File: src/rtl/uart_rx.sv
// UART 8N1 receiver with a one-deep valid/ready holding register, framing-error and overrun pulses.
// Latency: stop bit sampled HALF+9*CLKS_PER_BIT cycles after start detect; byte/error visible one cycle later.
// Backpressure: rx_valid holds until rx_valid&rx_ready; a byte arriving while full is dropped with rx_overrun.
module uart_rx #(
    parameter int CLKS_PER_BIT = 434
) (
    input  logic       CLOCK_50,
    input  logic       reset,
    input  logic       UART_RX,
    output logic [7:0] rx_data,
    output logic       rx_valid,
    input  logic       rx_ready,
    output logic       rx_busy,
    output logic       rx_frame_err,
    output logic       rx_overrun
);

    localparam int HALF = CLKS_PER_BIT / 2;
    localparam int CW   = ($clog2(CLKS_PER_BIT) > 9) ? $clog2(CLKS_PER_BIT) : 9;
    localparam logic [CW-1:0] HALF_M1 = CW'(HALF - 1);
    localparam logic [CW-1:0] BIT_M1  = CW'(CLKS_PER_BIT - 1);

    typedef enum logic [2:0] {
        S_IDLE,
        S_START,
        S_DATA,
        S_STOP,
        S_WAIT_HIGH
    } state_t;

    state_t          state_q, state_d;
    logic            sync1_q, sync2_q;
    logic [CW-1:0]   cnt_q, cnt_d;
    logic [2:0]      idx_q, idx_d;
    logic [7:0]      shift_q, shift_d;
    logic            good_q, good_d;      // good stop bit seen last cycle: deliver now
    logic            bad_q, bad_d;        // bad stop bit seen last cycle: flag error now
    logic [7:0]      rx_data_q, rx_data_d;
    logic            rx_valid_q, rx_valid_d;
    logic            ferr_q, ferr_d;
    logic            ovr_q, ovr_d;
    logic            rx_sync;
    logic            tick;

    assign rx_sync = sync2_q;
    assign tick    = (cnt_q == '0);

    // Frame sequencing: start detect, mid-bit sampling of start/data/stop, break wait.
    always_comb begin
        state_d = state_q;
        cnt_d   = cnt_q;
        idx_d   = idx_q;
        shift_d = shift_q;
        good_d  = 1'b0;
        bad_d   = 1'b0;
        case (state_q)
            S_IDLE: begin
                if (!rx_sync) begin
                    cnt_d   = HALF_M1;
                    state_d = S_START;
                end
            end
            S_START: begin
                if (tick) begin
                    if (!rx_sync) begin
                        state_d = S_DATA;
                        idx_d   = 3'd0;
                        cnt_d   = BIT_M1;
                    end else begin
                        state_d = S_IDLE;   // glitch shorter than half a bit
                    end
                end else begin
                    cnt_d = cnt_q - CW'(1);
                end
            end
            S_DATA: begin
                if (tick) begin
                    shift_d = {rx_sync, shift_q[7:1]};
                    cnt_d   = BIT_M1;
                    if (idx_q == 3'd7) begin
                        state_d = S_STOP;
                    end else begin
                        idx_d = idx_q + 3'd1;
                    end
                end else begin
                    cnt_d = cnt_q - CW'(1);
                end
            end
            S_STOP: begin
                if (tick) begin
                    // Back to IDLE at mid-stop so a following start bit is caught.
                    if (rx_sync) begin
                        good_d  = 1'b1;
                        state_d = S_IDLE;
                    end else begin
                        bad_d   = 1'b1;
                        state_d = S_WAIT_HIGH;
                    end
                end else begin
                    cnt_d = cnt_q - CW'(1);
                end
            end
            S_WAIT_HIGH: begin
                // A held-low line (break) yields a single error, not a stream of frames.
                if (rx_sync) begin
                    state_d = S_IDLE;
                end
            end
            default: state_d = S_IDLE;
        endcase
    end

    // Holding register: load on good byte if empty or draining, else report overrun.
    always_comb begin
        rx_data_d  = rx_data_q;
        rx_valid_d = rx_valid_q;
        ferr_d     = bad_q;
        ovr_d      = 1'b0;
        if (good_q) begin
            if (!rx_valid_q || rx_ready) begin
                rx_data_d  = shift_q;
                rx_valid_d = 1'b1;
            end else begin
                ovr_d = 1'b1;
            end
        end else if (rx_valid_q && rx_ready) begin
            rx_valid_d = 1'b0;
        end
    end

    // State and output registers with synchronous reset; synchroniser idles high.
    always_ff @(posedge CLOCK_50) begin
        if (reset) begin
            sync1_q    <= 1'b1;
            sync2_q    <= 1'b1;
            state_q    <= S_IDLE;
            cnt_q      <= '0;
            idx_q      <= 3'd0;
            shift_q    <= 8'h00;
            good_q     <= 1'b0;
            bad_q      <= 1'b0;
            rx_data_q  <= 8'h00;
            rx_valid_q <= 1'b0;
            ferr_q     <= 1'b0;
            ovr_q      <= 1'b0;
        end else begin
            sync1_q    <= UART_RX;
            sync2_q    <= sync1_q;
            state_q    <= state_d;
            cnt_q      <= cnt_d;
            idx_q      <= idx_d;
            shift_q    <= shift_d;
            good_q     <= good_d;
            bad_q      <= bad_d;
            rx_data_q  <= rx_data_d;
            rx_valid_q <= rx_valid_d;
            ferr_q     <= ferr_d;
            ovr_q      <= ovr_d;
        end
    end

    assign rx_data      = rx_data_q;
    assign rx_valid     = rx_valid_q;
    assign rx_busy      = (state_q != S_IDLE);
    assign rx_frame_err = ferr_q;
    assign rx_overrun   = ovr_q;

endmodule

File: config.mk
export PLATFORM = sky130hd
export DESIGN_NAME = uart_rx
export DESIGN_NICKNAME = d
export VERILOG_FILES = /design/src/rtl/uart_rx.sv
export SDC_FILE = /design/constraint.sdc
export NUM_CORES = 1
export LEC_CHECK = 0
export ABC_CLOCK_PERIOD_IN_PS = 1870
export BUFFER_PORTS_ARGS = -buffer_cell sky130_fd_sc_hd__buf_2
export CAP_MARGIN = 30
export CELL_PAD_IN_SITES_DETAIL_PLACEMENT = 1
export CELL_PAD_IN_SITES_GLOBAL_PLACEMENT = 1
export CORE_MARGIN = 2
export CORE_UTILIZATION = 45
export CTS_CLUSTER_SIZE = 30
export DETAILED_ROUTE_END_ITERATION = 16
export HOLD_SLACK_MARGIN = 0.05
export PLACE_DENSITY = 0.9
export SYNTH_ARGS = -nofsm -noshare
export SYNTH_HDL_FRONTEND = slang
export SYNTH_SLANG_ARGS = --single-unit
export TNS_END_PERCENT = 1
File: constraint.sdc
create_clock -name CLOCK_50 -period 1.87 [get_ports CLOCK_50]
set_clock_uncertainty 0.05 [all_clocks]
set_input_delay 0.374 -clock CLOCK_50 [delete_from_list [all_inputs] [get_ports CLOCK_50]]
set_output_delay 0.374 -clock CLOCK_50 [all_outputs]
set_load 0.01 [all_outputs]
==> key figures <==
Critical path
  • Crit-path slowest cell: or4b_4
  • Crit path DAT: 1990 ps
  • CP required: about 2000 ps
  • CP Capture Type: flip-flop
  • Top delay family on crit path: simple AND/OR/NAND/NOR gates
  • Worst Path Buf+Inv: 2
  • Critical path's largest stage delay: roughly 500 ps
  • Critical path class: flip-flop to flip-flop
  • Worst-path fanout max: 3
  • Worst path cell trace: inv_4, ha_4, or4b_4, o31ai_4, buf_4, a2111o_1, o211ai_1
  • Startpoint Class: flip-flop

Clocking
  • Cts bufs inserted: 5
  • Clk buf depth: 2
  • Root Driver: clkbuf_8
  • CTS tree: built
  • Clk slew on worst S/H paths: 80 ps
  • H-tree levels: 2
  • Clock Sinks: 38
  • Skew-Pair Late Insertion Delay: 290 ps

Global routing
  • Antenna violations before repair: 0
  • Total congestion overflow: 0
  • GR Util met2: 0.426
  • GRT busiest layer: met2
  • Largest net degree at the start of global routing: 29
  • Vias in the first global route: 1696
  • Met3 Track Usage GR: 0.0609
  • Met1 GRT Util: 0.298
  • Total GRT Usage: 0.251
  • Global-route wire length before repair: 8400 um

Synth
  • Synthesized instance count: 196
  • Primary FF master, synth: dfxtp_1
  • Synth top area share: 0.412
  • Top cells by area, synth: dfxtp_1 41%, mux2i_1 9.2%, nor2_1 5.7%, ha_1 2.7%, nor3_1 2.7%
  • Synthesized flop and latch total: 38
  • Area leader, netlist: dfxtp_1
  • Distinct cells, synth: 54
  • Synth async-reset ratio: 0
  • Synthesized area per cell: 9.41 um^2
  • Synthesized area: 1840 um^2
  • Net Count, Synth: 204
  • Synth Warn #: 0
  • Post-synth EDFFs: 0
  • Seq/Total Area, Yosys: 0.412

Finish
  • Multi-input gate area: ~1100 um^2
  • Final Instance Area: 2270 um^2
  • Count of nets after finishing: 239
  • FF/Latch Area: between 700 and 800 um^2
  • Final core utilization: 0.572
  • Final cell count without fillers: 282
  • Area Growth Syn to Fin: 23.2%
  • Layout cell share with drive strength beyond 1: 0.310
  • Antenna Cells: 0
  • FILL cells: 469

Timing
  • Final count of negative-setup-slack endpoints: 0
  • Period utilization: 0.993
  • Fmax: 0.538 GHz
  • Relative slew slack: 0.611
  • RSZ-0062 raised after global routing: yes
  • Worst Tran Pin Value: 583 ps
  • Worst hold margin: 208 ps
  • Fin. Hold Viols: 0
  • Slew Viols, Final: 0
  • Final min period: 1860 ps
  • Worst Slack Setup Final: 12.4 ps

Die
  • Die Area: 4630 um^2
  • FP Rows: 23
  • Initial Util: 0.464
  • Die height: 68.0 um
  • Ports: 16
  • Die Wd: 68.0 um
  • Core Area: roughly 4000 um^2

Detailed routing
  • # DRC: 0
  • Vias per inst: 5.97
  • Post-route ant nets: 0
  • Drt initial violations: between 60 and 70
  • Vias after detailed routing: 1683
  • WL per Instance: 19.3 um
  • Drt first pass iters: 4
  • Routed Wire Length: 5440 um

Placed design
  • Post-Place Cells: 272
  • Placement Setup Slack: -154 ps
  • Gpl congestion: ~0.9
  • Port-buffer cells: 15
  • DP Area: 2090 um^2
  • Estimated wirelength of the detail-placed design: 3740 um

Pwr
  • Static Leak: 1.04 nW
  • Worst vdd ir: 370 uV
  • Pwr per Cell Area: 860 nW/um^2

Worst hold path
  • Worst Hold Class: input pin to flip-flop

Run status
  • Status: complete, no violations

Flow run
  • Max-Cap Viols: 0
-- cell usage in the layout (no fill, tap or decap), types with 3 or more instances in the layout --
cell type,count
o22ai_1,4
a21oi_1,9
nor2_1,27
nand2_1,6
nor3_1,9
nand2b_1,4
nand3_1,3
dfxtp_1,36
buf_2,15
buf_4,24
clkbuf_8,6
mux2i_1,17
nor3b_1,4
o211ai_1,3
or3_1,3
inv_1,6
-- registers in the layout, summed over array words and instances (netlist names) --
signal        count
good_q            1
rx_data           8
bad_q             1
cnt_q             9
state_q           3
idx_q             3
shift_q           8
rx_valid          1
rx_frame_err      1
rx_overrun        1
rx_sync           1
sync1_q           1
-- path summary, 6_finish.rpt --
path                            startpoint  depth (start not counted)        to  slack, ps
worst max-delay path              cnt_q[0]                          7  cnt_q[2]         10
worst min-delay path               UART_RX                          2   sync1_q        210
worst max register to register    cnt_q[0]                          7  cnt_q[2]         10
worst min register to register     sync1_q                          1   rx_sync        360
-- worst register-to-register path: stages, from the launching register on --
cell	delay (ps)
dfxtp_2	340
inv_4	80
ha_4	130
or4b_4	500
o31ai_4	270
buf_4	160
a2111o_1	120
o211ai_1	80
-- power breakdown --
group | internal, mW | switching, mW | total (mW)
clock | 0.296 | 0.305 | 0.602
combinational | 0.212 | 0.264 | 0.477
sequential | 0.833 | 0.0435 | 0.876
total | 1.34 | 0.613 | 1.95
-- metrics by stage --
| step | total power [mW] | TNS (ps) |
|---|---|---|
| floorplan | 1.14 | 0 |
| global placement | 1.29 | 0 |
| detailed placement | 1.31 | -253 |
| CTS | 1.92 | -17.0 |
| global route | 2.02 | -73.4 |
| finish | 1.95 | 0 |
-- final cells by class --
cell class,instances,share of cell area
Multi-Input combinational cell,139,0.467
Clock buffer,6,0.0363
Timing Repair Buffer,39,0.112
Tap cell,50,0.0275
Sequential cell,38,0.336
Inverter,8,0.0154
Clock inverter,2,0.00551
-- metal layers --
metal  vias to the layer above  wire length (um)
met2                        45              2790
met3                        11               202
met1                       842              2330
met4                         0               120
li1                        785                 -
met5                         -                 0
-- what timing repair did --
| action | 4_1_cts | 5_1_grt |
|---|---|---|
| pin swaps | 0 | 6 |
| resized for setup | 4 | 14 |
| setup buffers | 0 | 2 |
| cloned | 0 | 0 |
| hold buffers | 0 | 0 |
| hold endpoints to repair | 0 | 0 |
| setup endpoints to repair | 3 | 15 |
-- cells by family after synthesis --
kind of cell / synth area share
and+or+nand+nor: 0.248
AOI/OAI and AO/OA: 0.164
DFF: 0.412
buffers and inverters: 0.0455
muxes: 0.0984
adders and majority gates: 0.0271
xor gates and xnor gates: 0.00475
-- cells in the mapped netlist (2+ instances only) --
| cell type | count |
|---|---|
| a211oi_1 | 2 |
| a21o_1 | 2 |
| a21oi_1 | 9 |
| a221oi_1 | 3 |
| and4_1 | 2 |
| buf_2 | 4 |
| clkbuf_1 | 5 |
| dfxtp_1 | 38 |
| ha_1 | 4 |
| inv_1 | 8 |
| mux2i_1 | 17 |
| nand2_1 | 6 |
| nand2b_1 | 4 |
| nand3_1 | 3 |
| nand3b_1 | 2 |
| nor2_1 | 28 |
| nor3_1 | 10 |
| nor3b_1 | 4 |
| o211ai_1 | 3 |
| o22ai_1 | 4 |
| or2_1 | 2 |
| or2_2 | 2 |
| or3_1 | 3 |
No activity file was read; power rests on OpenSTA's default activity.
